===== src/rtl/adder_pipe_responder.sv =====
// rtl/adder_pipe_responder.sv - 2-stage adder pipeline feeding a result FIFO, read back on access_type READ
// Optional carry-out storage and carry_o port are enabled by defining ADDER_CARRY_OUT_EN.
module adder_pipe_responder #(
  parameter int DATA_WIDTH = 8,
  parameter int FIFO_DEPTH = 4
) (
  input  logic                            clk,
  input  logic                            rst,
  input  logic [DATA_WIDTH-1:0]           a,
  input  logic [DATA_WIDTH-1:0]           b,
  input  logic [1:0]                      access_type,
  output logic [DATA_WIDTH-1:0]           o,
  output logic                            o_valid,
  output logic                            full,
  output logic                            empty,
  output logic [$clog2(FIFO_DEPTH+1)-1:0] count,
`ifdef ADDER_CARRY_OUT_EN
  output logic                            carry_o,
`endif
  output logic                            wr_err,
  output logic                            rd_err
);

  localparam int CW = $clog2(FIFO_DEPTH + 1);
  localparam int OW = CW + 1;
  localparam int AW = (FIFO_DEPTH > 1) ? $clog2(FIFO_DEPTH) : 1;
`ifdef ADDER_CARRY_OUT_EN
  localparam int EW = DATA_WIDTH + 1;
`else
  localparam int EW = DATA_WIDTH;
`endif

  logic [DATA_WIDTH-1:0] r_s1_a;
  logic [DATA_WIDTH-1:0] r_s1_b;
  logic                  r_s1_valid;
  logic [EW-1:0]         r_s2_sum;
  logic                  r_s2_valid;
  logic [EW-1:0]         r_mem [FIFO_DEPTH];
  logic [AW-1:0]         r_wr_ptr;
  logic [AW-1:0]         r_rd_ptr;

  logic          w_is_write;
  logic          w_is_read;
  logic          w_is_flush;
  logic [OW-1:0] w_occ;
  logic          w_wr_acc;
  logic          w_push;
  logic          w_pop;
  logic [CW-1:0] w_count_nxt;
  logic          w_s1_nxt;
  logic          w_s2_nxt;
  logic [OW-1:0] w_occ_nxt;
  logic [EW-1:0] w_head;
  logic [EW-1:0] w_sum;

  // X or undefined encodings fall through to the default arm and behave as NOP
  always_comb begin
    w_is_write = 1'b0;
    w_is_read  = 1'b0;
    w_is_flush = 1'b0;
    case (access_type)
      2'b01:   w_is_write = 1'b1;
      2'b10:   w_is_read  = 1'b1;
      2'b11:   w_is_flush = 1'b1;
      default: ;
    endcase
  end

  // Occupancy counts in-flight pipeline entries so the FIFO can never overflow on push
  always_comb begin
    w_occ       = OW'(count) + OW'(r_s1_valid) + OW'(r_s2_valid);
    w_wr_acc    = w_is_write && (w_occ < OW'(FIFO_DEPTH));
    w_push      = r_s2_valid && !w_is_flush;
    w_pop       = w_is_read && (count != '0);
    w_s1_nxt    = w_wr_acc;
    w_s2_nxt    = r_s1_valid && !w_is_flush;
    w_count_nxt = w_is_flush ? '0 : (count + CW'(w_push) - CW'(w_pop));
    w_occ_nxt   = OW'(w_count_nxt) + OW'(w_s1_nxt) + OW'(w_s2_nxt);
    w_head      = r_mem[r_rd_ptr];
  end

`ifdef ADDER_CARRY_OUT_EN
  assign w_sum = {1'b0, r_s1_a} + {1'b0, r_s1_b};
`else
  assign w_sum = r_s1_a + r_s1_b;
`endif

  always_ff @(posedge clk or negedge rst) begin
    if (!rst) begin
      r_s1_a     <= '0;
      r_s1_b     <= '0;
      r_s1_valid <= 1'b0;
      r_s2_sum   <= '0;
      r_s2_valid <= 1'b0;
    end else begin
      r_s1_valid <= w_s1_nxt;
      r_s2_valid <= w_s2_nxt;
      if (w_wr_acc) begin
        r_s1_a <= a;
        r_s1_b <= b;
      end
      if (r_s1_valid) begin
        r_s2_sum <= w_sum;
      end
    end
  end

  always_ff @(posedge clk) begin
    if (w_push) begin
      r_mem[r_wr_ptr] <= r_s2_sum;
    end
  end

  // Pointers are AW bits wide, so wrap modulo FIFO_DEPTH is implicit
  always_ff @(posedge clk or negedge rst) begin
    if (!rst) begin
      r_wr_ptr <= '0;
      r_rd_ptr <= '0;
      count    <= '0;
      full     <= 1'b0;
      empty    <= 1'b1;
    end else begin
      if (w_is_flush) begin
        r_wr_ptr <= '0;
        r_rd_ptr <= '0;
      end else begin
        if (w_push) r_wr_ptr <= r_wr_ptr + 1'b1;
        if (w_pop)  r_rd_ptr <= r_rd_ptr + 1'b1;
      end
      count <= w_count_nxt;
      full  <= (w_occ_nxt == OW'(FIFO_DEPTH));
      empty <= (w_count_nxt == '0);
    end
  end

  always_ff @(posedge clk or negedge rst) begin
    if (!rst) begin
      o       <= '0;
      o_valid <= 1'b0;
      wr_err  <= 1'b0;
      rd_err  <= 1'b0;
`ifdef ADDER_CARRY_OUT_EN
      carry_o <= 1'b0;
`endif
    end else begin
      o_valid <= w_pop;
      wr_err  <= w_is_write && !w_wr_acc;
      rd_err  <= w_is_read && !w_pop;
      if (w_pop) begin
        o <= w_head[DATA_WIDTH-1:0];
`ifdef ADDER_CARRY_OUT_EN
        carry_o <= w_head[DATA_WIDTH];
`endif
      end
    end
  end

endmodule


===== config.mk =====
export PLATFORM = sky130hd
export DESIGN_NAME = adder_pipe_responder
export DESIGN_NICKNAME = d
export VERILOG_FILES = /design/src/rtl/adder_pipe_responder.sv
export SDC_FILE = /design/constraint.sdc
export NUM_CORES = 1
export LEC_CHECK = 0
export CAP_MARGIN = 0
export CORE_MARGIN = 2
export CORE_UTILIZATION = 40
export DETAILED_ROUTE_END_ITERATION = 8
export PLACE_DENSITY = 0.72
export SLEW_MARGIN = 20
export SYNTH_ARGS = -nofsm -noshare
export SYNTH_HDL_FRONTEND = slang
export SYNTH_SLANG_ARGS = --single-unit
export TNS_END_PERCENT = 30

===== constraint.sdc =====
create_clock -name clk -period 2.9 [get_ports clk]
set_input_delay 0.29 -clock clk [delete_from_list [all_inputs] [get_ports clk]]
set_output_delay 0.29 -clock clk [all_outputs]
set_load 0.02 [all_outputs]

-- Word-level counts from Yosys, hierarchy flattened
Memories as Yosys holds them, arrays and structs flattened. A register that Yosys moved wholly into a read port is not among the register bits.
Index checks and enable logic that the tools add are counted.
W data, S select, Z words.
- $lt $le $gt $ge: 1
- add/sub/neg operators: 9
- reductions and logical operators: 14
- equal/unequal tests: 4
- muxes and demuxes: 10
- operators with widths (operator ; number):
    $add A3 B1 Y4 ; 2
    $add A4 B1 Y4 ; 2
    $add A8 B8 Y8 ; 1
    $mux W2 ; 4
    $logic_and A1 B1 Y1 ; 6
    $mux W1 ; 5
    $add A2 B1 Y2 const B ; 2
    $eq A2 B2 Y1 const B ; 2
    $eq A4 B3 Y1 const B ; 1
    $logic_not A1 Y1 ; 4
    $lt A4 B3 Y1 const B ; 1
    $reduce_bool A2 Y1 ; 2
    $add A3 B1 Y3 ; 1
    $logic_not A3 Y1 ; 1
    $mux W3 ; 1
    $reduce_bool A3 Y1 ; 1
    $sub A3 B1 Y3 ; 1
    $eq A2 B1 Y1 const B ; 1
- bits in writable memories: 32
- logic and storage cells: 52
- memories: 1
- flip-flop bits (word level): 38
- bits of input ports: 20
- memory list (memory ; words ; width ; read ports ; clocked after Yosys merged registers in ; wr ports ; line ; RTL):
    r_mem ; 4 ; 8 ; 1 ; 1 ; 1 ; 38 ; logic [EW-1:0] r_mem [FIFO_DEPTH];

-- Depth between registers and ports, before layout
Gate-level depths: netlist of the first run.
- depth after elaboration: 10
- gate-level depth with buffers: 13

-- Least setup slack after synthesis of the first run
OpenSTA, ideal clock, no wires.
- kind: reg2reg
- start: register count[0]
- end: register full
- slack: 0.173 ns
- required time: 2.812 ns
- library setup time: 0.088 ns
- period minus slack after synthesis: 2.727 ns
- arrival: 2.639 ns
- cell stages (with the launch flop): 13
- path through: dfrtp_1 nor3_1 nor2_1 buf_2 ha_1 inv_1 ha_1 fa_1 and2_1 ha_1 a21oi_1 mux2i_1 nor3b_1
- cells in the longest elaborated chain, start to end: 7
- RTL lines (element ; line ; RTL):
    start: declaration ; 16 ; output logic [$clog2(FIFO_DEPTH+1)-1:0] count,
    start signal: assignment ; 130 ; count <= w_count_nxt;
    $reduce_bool A3 Y1 ; 74 ; w_pop = w_is_read && (count != '0);
    $logic_and A1 B1 Y1 ; 74 ;
    net w_pop ; 48 ; logic w_pop;
    $sub A3 B1 Y3 ; 77 ; w_count_nxt = w_is_flush ? '0 : (count + CW'(w_push) - CW'(w_pop));
    $mux W3 ; 77 ;
    net w_count_nxt[1] ; 49 ; logic [CW-1:0] w_count_nxt;
    $add A3 B1 Y4 ; 78 ; w_occ_nxt = OW'(w_count_nxt) + OW'(w_s1_nxt) + OW'(w_s2_nxt);
    $add A4 B1 Y4 ; 78 ;
    $eq A4 B3 Y1 ; 131 ; full <= (w_occ_nxt == OW'(FIFO_DEPTH));
    end signal: assignment ; 131 ;
    end: declaration ; 14 ; output logic full,
The timed path passes the listed nets, and every way through them passes these cells.
A chain may end at the register's enable or synchronous reset.

-- Final worst setup path of the first run
- start: register count[0]
- end: register full
- cells in the longest elaborated chain, start to end: 7
- RTL lines (element ; line):
    parallel branches: the longest is 2 deep, another holds $add A3 B1 Y3 ; --
    $sub A3 B1 Y3 * ; 77
    $mux W3 * ; 77
    net w_count_nxt[1] ; 49
    $add A3 B1 Y4 * ; 78
    $add A4 B1 Y4 * ; 78
    $eq A4 B3 Y1 * ; 131
Mark *: on every way through the listed nets, which the timed path passes.

==> results of run 1 <==
==> critical path, cell delays in order, from the launching register on <==
cell and delay (ps):
dfrtp_1 440, nor3_1 300, nor2_1 110, ha_1 280, inv_1 40, ha_1 180, fa_1 470, and2_1 190
ha_1 220, a21oi_1 120, mux2i_1 90, nor3b_1 170
==> per-layer routing <==
metal	track usage, %	routed length [µm]	vias to the layer above	share of wire, %
li1	-	-	976	-
met3	3.38	222	7	3.8
met1	16.8	2580	1004	45
met4	5.02	90	0	1.6
met5	0	0	-	0
met2	22.6	2890	41	50
==> where the power goes <==
part           total [mW]  internal (mW)  switching [mW]
Combinational        1.80          0.913           0.883
Clock               0.799          0.400           0.399
Sequential           1.89           1.57           0.320
==> repair_timing <==
action	4_1_cts	5_1_grt
hold buffers	0	1
endpoints found under the hold margin	0	31
endpoints found under the setup margin	0	0
==> kinds of logic after synthesis <==
| group | after synthesis |
|---|---|
| fa+ha+maj | 19 |
| xor+xnor | 4 |
| mux | 38 |
| buf+inv | 25 |
| flops | 78 |
| compound gates | 34 |
| simple gates | 41 |
==> flip-flops by register name, summed over array words and instances (netlist names) <==
signal      flops
count           3
empty           1
full            1
o               8
o_valid         1
r_mem          32
r_rd_ptr        2
r_s1_a          8
r_s1_b          8
r_s1_valid      1
r_s2_sum        8
r_s2_valid      1
r_wr_ptr        2
rd_err          1
wr_err          1
==> path summary, 6_finish.rpt <==
| kind | start | to | slack, ps | cells after the start |
|---|---|---|---|---|
| worst max-delay path | count[0] | full | 220 | 11 |
| worst min-delay path | rst | o[0] | 480 | 2 |
| worst min register to register | r_s1_a[5] | r_s1_a[5] | 500 | 1 |
| max in group asynchronous | rst | count[2] | 2020 | 2 |
| min in group clk | r_s1_a[5] | r_s1_a[5] | 500 | 1 |
| worst max register to register | count[0] | full | 220 | 11 |
==> synth_stat cells, types with 2 or more instances <==
| cell type | instances |
|---|---|
| a211oi_1 | 4 |
| a21o_1 | 2 |
| a21oi_1 | 7 |
| and3_1 | 4 |
| buf_2 | 2 |
| clkbuf_1 | 2 |
| dfrtp_1 | 45 |
| edfxtp_1 | 32 |
| fa_1 | 3 |
| ha_1 | 16 |
| inv_1 | 19 |
| mux2_1 | 8 |
| mux2_2 | 18 |
| mux2i_1 | 4 |
| mux4_2 | 8 |
| nand2_1 | 15 |
| nand2b_1 | 2 |
| nand3_1 | 3 |
| nor2_1 | 5 |
| nor3_1 | 4 |
| o211ai_1 | 3 |
| o21a_1 | 2 |
| o21ai_0 | 3 |
| o2bb2ai_1 | 2 |
| o311a_1 | 2 |
| o31ai_1 | 2 |
| xnor2_1 | 2 |
| xor2_1 | 2 |
==> area by class of cell <==
class | count | area [µm²] | share of cell area, %
Timing Repair Buffer | 42 | 403 | 9.61
Inverter | 20 | 75.1 | 1.79
Sequential cell | 78 | 2110 | 50.4
Multi-Input combinational cell | 136 | 1270 | 30.2
Clock buffer | 9 | 124 | 2.96
Clock inverter | 7 | 73.8 | 1.76
Tap cell | 108 | 135 | 3.22
==> metrics by stage <==
stage	setup WS [ps]	instance area [µm²]
floorplan	173	3480
global placement	133	3980
detailed placement	50.1	3980
CTS	210	4180
global route	2.21	4190
finish	217	4190
==> impl_metrics.env, run 1 <==
export IMPL_status="finished clean"
export IMPL_die_h_um=97.3
export IMPL_clkSlewWorstSetupHoldPaths_ps=90
export IMPL_initial_core_util_pct=40.5
export IMPL_hold_slack_ps=479
export IMPL_fin_crit_ps=2680
export IMPL_rows=34
export IMPL_ys_seq_area_share_pct=60.7
export IMPL_hold_path_class="in2async"
export IMPL_portBuffers=35
export IMPL_synth_flop_cell="dfrtp_1"
export IMPL_grt_max_degree=47
export IMPL_synthAdderAreaFrac_pct=7.47
export IMPL_ys_seq_elements=78
export IMPL_finalSetupViolations=0
export IMPL_ant_nets=0
export IMPL_power_mw=4.48
export IMPL_syn_to_final_growth_pct=20.3
export IMPL_vias=2028
export IMPL_syn_inst=239
export IMPL_drv_cap=0
export IMPL_nNetsFinal=326
export IMPL_cts_buffers=9
export IMPL_cts_tree="built"
export IMPL_wl_per_cell_um=14.4
export IMPL_cp_required_ps=3160
export IMPL_final_core_util_pct=48.8
export IMPL_synth_distinct_cells=46
export IMPL_routabilityCongestion=0.836
export IMPL_drc_errors=0
export IMPL_placed_cells=383
export IMPL_via_per_inst=5.07
export IMPL_mappedNetlistArea_um2=3480
export IMPL_dp_hpwl_um=4130
export IMPL_dieArea_um2=9470
export IMPL_diodes=0
export IMPL_cts_root_buffer="clkbuf_8"
export IMPL_first_pass_iters=4
export IMPL_yosysWarnings=0
export IMPL_power_density_nw_per_um2=1070
export IMPL_synth_xor_area_share_pct=1.01
export IMPL_synth_compound_area_share_pct=7.29
export IMPL_synth_top_family_by_area="multiplexers"
export IMPL_grt_ovfl_total=0
export IMPL_synth_area_mux_share_pct=14.7
export IMPL_n_fill_cell=743
export IMPL_path_class="reg2reg"
export IMPL_drive_above_1_share_pct=18.5
export IMPL_cts_htree_levels=3
export IMPL_syn_num_nets=278
export IMPL_yosys_top_cells_area="dfrtp_1 32%, edfxtp_1 28%, mux2_2 5.8%"
export IMPL_slew_violations=0
export IMPL_layout_commonest_cell="dfrtp_1"
export IMPL_worstSetupStartpointType="flip-flop"
export IMPL_end_kind="flip-flop"
export IMPL_fin_cells=400
export IMPL_antenna_found_initial=0
export IMPL_mostFrequentLayoutCells="45 x dfrtp_1, 34 x clkdlybuf4s50_1, 32 x edfxtp_1, 19 x inv_1, 18 x mux2_2"
export IMPL_grt_usage_pct=13.4
export IMPL_cts_resized=0
export IMPL_rsz0062_at_grt="false"
export IMPL_synth_edff_count=32
export IMPL_fin_worst_skew_ps=9.76
export IMPL_fmax_ghz=0.373
export IMPL_coreArea_um2=8590
export IMPL_cp_max_fo=5
export IMPL_synth_async_reset_ratio_pct=59.0
export IMPL_setup_tns_ps=0
export IMPL_yosysTopAreaCell="dfrtp_1"
export IMPL_cts_setup_buffers=0
export IMPL_drt_wl_total_um=5780
export IMPL_io_pins=36
export IMPL_syn_avg_cell_area_um2=14.6
export IMPL_worst_slew_pin_transition_ps=602
export IMPL_grt_pass1_wl_um=10100
export IMPL_clk_path_buf_depth=2
export IMPL_synth_simple_area_share_pct=5.85
export IMPL_slew_headroom_pct=59.9
export IMPL_crit_arrival_ps=2940
export IMPL_grt_pass1_vias=2089
export IMPL_clock_latency_ps=340
export IMPL_min_period_over_period_pct=92.5
export IMPL_hold_viol_final=0
export IMPL_p_leak_nw=1.69
export IMPL_drtIter0Drc=57
export IMPL_cts_sinks=78
export IMPL_die_w_um=97.3
export IMPL_yosysTopAreaCellShare_pct=32.3
export IMPL_peakVddDrop_v=0.000317
(Power assumes the default switching activity.)
==> inputs of run 2 (changes only) <==
==> constraint.sdc (replaced) <==
create_clock -name clk -period 3.42 [get_ports clk]
set_input_delay 0.342 -clock clk [delete_from_list [all_inputs] [get_ports clk]]
set_output_delay 0.342 -clock clk [all_outputs]
set_load 0.02 [all_outputs]
==> impl_metrics.env, run 2 (synthesized netlist as in run 1, its figures left out) <==
export IMPL_antenna_found_initial=0
export IMPL_postPlaceCellArea_um2=3950
export IMPL_finalSetupViolations=0
export IMPL_worstSetupStartpointType="input port"
export IMPL_drive_above_1_share_pct=17.4
export IMPL_drtIter0Drc=90
export IMPL_grt_max_degree=47
export IMPL_cts_hold_buf=0
export IMPL_clock_latency_ps=350
export IMPL_portBuffers=35
export IMPL_setup_ws_ps=670
export IMPL_layout_commonest_cell="dfrtp_1"
export IMPL_vias=2021
export IMPL_cts_resized=0
export IMPL_violations="negative hold slack"
export IMPL_fin_worst_skew_ps=8.19
export IMPL_crit_arrival_ps=3020
export IMPL_hold_slack_ps=-3.16
export IMPL_cts_setup_buffers=0
export IMPL_dieArea_um2=9470
export IMPL_min_period_over_period_pct=80.4
export IMPL_peakVddDrop_v=0.000323
export IMPL_cp_max_fo=9
export IMPL_dp_hpwl_um=4030
export IMPL_slew_violations=0
export IMPL_via_per_inst=5.12
export IMPL_cts_root_buffer="clkbuf_8"
export IMPL_syn_to_final_growth_pct=20.5
export IMPL_fmax_ghz=0.364
export IMPL_initial_core_util_pct=40.5
export IMPL_routabilityCongestion=0.845
export IMPL_hold_viol_final=2
export IMPL_setup_tns_ps=0
export IMPL_drt_wl_total_um=5850
export IMPL_cts_sinks=78
export IMPL_rsz0062_at_grt="false"
export IMPL_ant_nets=0
export IMPL_die_w_um=97.3
export IMPL_drc_errors=0
export IMPL_grt_ovfl_total=0
export IMPL_coreArea_um2=8590
export IMPL_grt_pass1_wl_um=10100
export IMPL_path_class="in2reg"
export IMPL_clk_path_buf_depth=2
export IMPL_nNetsFinal=321
export IMPL_wl_per_cell_um=14.8
export IMPL_dp_slack_ps=303
export IMPL_cts_buffers=9
export IMPL_power_density_nw_per_um2=939
export IMPL_finalInstanceArea_um2=4200
export IMPL_power_mw=3.94
export IMPL_final_core_util_pct=48.8
export IMPL_grt_usage_pct=13.6
export IMPL_worst_slew_pin_transition_ps=600
export IMPL_cts_tree="built"
export IMPL_cp_required_ps=3690
export IMPL_io_pins=36
export IMPL_end_kind="flip-flop"
export IMPL_drv_cap=0
export IMPL_slew_headroom_pct=60.0
export IMPL_diodes=0
export IMPL_top_register="r_mem"
export IMPL_grt_pass1_vias=2123
export IMPL_die_h_um=97.3
export IMPL_mostFrequentLayoutCells="45 x dfrtp_1, 34 x clkdlybuf4s50_1, 32 x edfxtp_1, 19 x inv_1, 18 x mux2_2"
export IMPL_clkSlewWorstSetupHoldPaths_ps=90
export IMPL_first_pass_iters=4
export IMPL_fin_crit_ps=2750
export IMPL_rows=34
export IMPL_p_leak_nw=1.69
export IMPL_cts_htree_levels=3
export IMPL_hold_path_class="in2async"
export IMPL_status="finished, violations left"
export IMPL_largest_reg_flops=32
run 2: power breakdown:
| group | leakage (nW) | internal (mW) | switching [mW] | total [mW] |
|---|---|---|---|---|
| combinational | 0.714 | 0.765 | 0.749 | 1.51 |
| clock | 0.123 | 0.466 | 0.359 | 0.825 |
| sequential | 0.851 | 1.33 | 0.269 | 1.60 |
| total | 1.69 | 2.56 | 1.38 | 3.94 |
run 2: per-stage QoR:
stage          cells  hold slack [ps]
2_1_floorplan    239             46.4
3_3_place_gp     379              481
3_5_place_dp     379              488
4_1_cts          395              210
5_1_grt          395             44.3
6_report         395            -3.16
run 2: area by class of cell:
| type | instances | area [µm²] |
|---|---|---|
| repair buffers | 37 | 363 |
| clock inverters | 6 | 95.1 |
| multi-input cells | 136 | 1270 |
| well taps | 108 | 135 |
| clock buffers | 10 | 149 |
| inverters | 20 | 75.1 |
| fillers | 764 | 4400 |
| flip-flops and latches | 78 | 2110 |
run 2: final timing paths:
check | from | to | cells past startpoint | slack (ps)
max in group asynchronous | rst | r_s1_a[7] | 1 | 3020
min in group clk | r_s1_a[5] | r_s1_a[5] | 1 | 500
max | access_type[1] | full | 12 | 670
min | rst | o[0] | 1 | -3
max reg2reg | count[0] | full | 11 | 750
min reg2reg | r_s1_a[5] | r_s1_a[5] | 1 | 500
run 2: worst max-delay path, stage by stage:
cell,delay (ps)
clkdlybuf4s50_1,520
nand2_1,270
nand2_1,90
ha_1,280
inv_1,40
ha_1,190
fa_1,470
and2_1,190
ha_1,220
a21oi_1,120
mux2i_1,90
nor3b_1,180
run 2: metal layers:
layer / vias to the layer above / track usage, % / wire length [µm]
li1: 969 / - / -
met1: 1009 / 17.7 / 2710
met2: 31 / 21.8 / 2850
met3: 12 / 2.45 / 161
met4: 0 / 6.84 / 124
met5: - / 0 / 0
==> inputs of run 3 (changes only) <==
==> constraint.sdc (replaced) <==
create_clock -name clk -period 2.6 [get_ports clk]
set_input_delay 0.26 -clock clk [delete_from_list [all_inputs] [get_ports clk]]
set_output_delay 0.26 -clock clk [all_outputs]
set_load 0.02 [all_outputs]
==> impl_metrics.env, run 3 (synthesized netlist as in run 1, its figures left out) <==
export IMPL_status="finished clean"
export IMPL_initial_core_util_pct=40.5
export IMPL_setup_tns_ps=0
export IMPL_fmax_ghz=0.401
export IMPL_p_leak_nw=1.73
export IMPL_dieArea_um2=9470
export IMPL_clk_path_buf_depth=2
export IMPL_met2_length_um=2800
export IMPL_mostFrequentLayoutCells="42 x dfrtp_1, 34 x clkdlybuf4s50_1, 32 x edfxtp_1, 19 x inv_1, 18 x mux2_2"
export IMPL_grt_pass1_vias=2152
export IMPL_wl_met1_um=2720
export IMPL_layout_commonest_cell="dfrtp_1"
export IMPL_postPlaceCellArea_um2=4040
export IMPL_largest_reg_flops=32
export IMPL_first_pass_iters=4
export IMPL_vias=2095
export IMPL_diodes=0
export IMPL_cp_required_ps=2860
export IMPL_path_class="reg2reg"
export IMPL_cts_tree="built"
export IMPL_fin_crit_ps=2490
export IMPL_slowest_delay_ps=480
export IMPL_crit_arrival_ps=2760
export IMPL_grt_pass1_wl_um=10300
export IMPL_r2r_start="count[1]"
export IMPL_nNetsFinal=334
export IMPL_cp_slowest_cell="fa_1"
export IMPL_cts_root_buffer="clkbuf_8"
export IMPL_fin_cells=408
export IMPL_final_core_util_pct=50.0
export IMPL_power_density_nw_per_um2=1210
export IMPL_routabilityCongestion=0.839
export IMPL_end_kind="flip-flop"
export IMPL_drtIter0Drc=94
export IMPL_io_pins=36
export IMPL_ant_nets=0
export IMPL_cp_max_fo=2
export IMPL_rows=34
export IMPL_portBuffers=35
export IMPL_hold_slack_ps=340
export IMPL_fin_worst_skew_ps=7.39
export IMPL_dr_wl_met3_um=212
export IMPL_clock_latency_ps=340
export IMPL_slew_headroom_pct=60.2
export IMPL_die_w_um=97.3
export IMPL_peakVddDrop_v=0.000404
export IMPL_worst_slew_pin_transition_ps=597
export IMPL_grt_max_degree=34
export IMPL_finalInstanceArea_um2=4290
export IMPL_die_h_um=97.3
export IMPL_cts_htree_levels=3
export IMPL_cts_sinks=78
export IMPL_drv_cap=0
export IMPL_wl_per_cell_um=14.4
export IMPL_coreArea_um2=8590
export IMPL_dp_hpwl_um=4220
export IMPL_grt_ovfl_total=0
export IMPL_clkSlewWorstSetupHoldPaths_ps=80
export IMPL_crit_buf_inv=1
export IMPL_cts_buffers=9
export IMPL_highest_layer="met4"
export IMPL_cp_common_cell="ha_2"
export IMPL_min_period_over_period_pct=95.9
export IMPL_via_per_inst=5.13
export IMPL_path_cells="nor3_4, nor2_2, ha_1, inv_1, ha_2, fa_1, and2_4, ha_2, a21oi_1, mux2i_1, nor3b_1"
export IMPL_r2r_end="full"
export IMPL_slew_violations=0
export IMPL_antenna_found_initial=0
export IMPL_drt_wl_total_um=5870
export IMPL_placed_cells=389
export IMPL_top_register="r_mem"
export IMPL_syn_to_final_growth_pct=23.2
export IMPL_hold_path_class="in2async"
export IMPL_hold_viol_final=0
export IMPL_rrSetupSlack_ps=110
export IMPL_n_fill_cell=733
export IMPL_worstSetupStartpointType="flip-flop"
export IMPL_crit_family="adder cells"
export IMPL_rr_worst_depth=11
export IMPL_drc_errors=0
export IMPL_grt_usage_pct=13.6
export IMPL_finalSetupViolations=0
export IMPL_drive_above_1_share_pct=23.3
run 3: cell types whose count changed in the layout (fill, tap and decap cells not counted), sizes merged:
cell         change
buf             +12
clkinv           +2
inv              -4
clkbuf           +1
dlygate4sd3      +1
clkinvlp         +2
bufinv           -1
run 3: worst reg2reg max path: cells and delay by family, from the launching register on:
kind | cells | cell delay (ps)
buffers and inverters | 1 | 40
AND/OR/NAND/NOR | 4 | 660
adder cells (fa/ha/maj) | 4 | 1100
AO/OA/AOI/OAI | 1 | 110
flip-flops | 1 | 430
multiplexers | 1 | 80
run 3: layout make-up:
cell class	instances	area [µm²]	area share (%)
Sequential cell	78	2120	49.3
Multi-Input combinational cell	136	1290	30.0
Timing Repair Buffer	50	460	10.7
Clock buffer	11	163	3.79
Tap cell	108	135	3.15
Inverter	20	75.1	1.75
Clock inverter	5	55.1	1.28
run 3: worst max-delay path by stage:
stage,from,end,slack (ps),cells after the start
2_1_floorplan,count[2],full,2,12
3_3_place_gp,access_type[0],full,-100,12
3_5_place_dp,access_type[0],full,-150,12
4_1_cts,count[2],full,50,11
5_1_grt,count[1],full,-6,11
6_report,count[1],full,110,11
run 3: per-stage QoR:
stage,total power [mW],setup slack [ps]
global route,5.61,-6.23
CTS,5.20,54.5
global placement,4.15,-98.5
detailed placement,4.22,-154
floorplan,3.54,2.25
finish,5.18,106
run 3: repair_timing:
item / in CTS / in global routing
resized for setup: 0 / 3
endpoints found under the hold margin: 13 / 0
setup endpoints to repair: 0 / 1
setup buffers: 0 / 2
hold buffers: 1 / 0
run 3: layer usage:
metal	global-route usage, %	up-vias
met2	20.7	45
met1	18.6	1044
met4	6.41	0
met3	3.24	15
li1	-	991
met5	0	-
run 3: where the power goes:
part | switching [mW] | internal, mW | leakage [nW] | total (mW)
clock network | 0.433 | 0.525 | 0.106 | 0.958
registers | 0.354 | 1.76 | 0.847 | 2.11
logic | 1.01 | 1.11 | 0.775 | 2.11
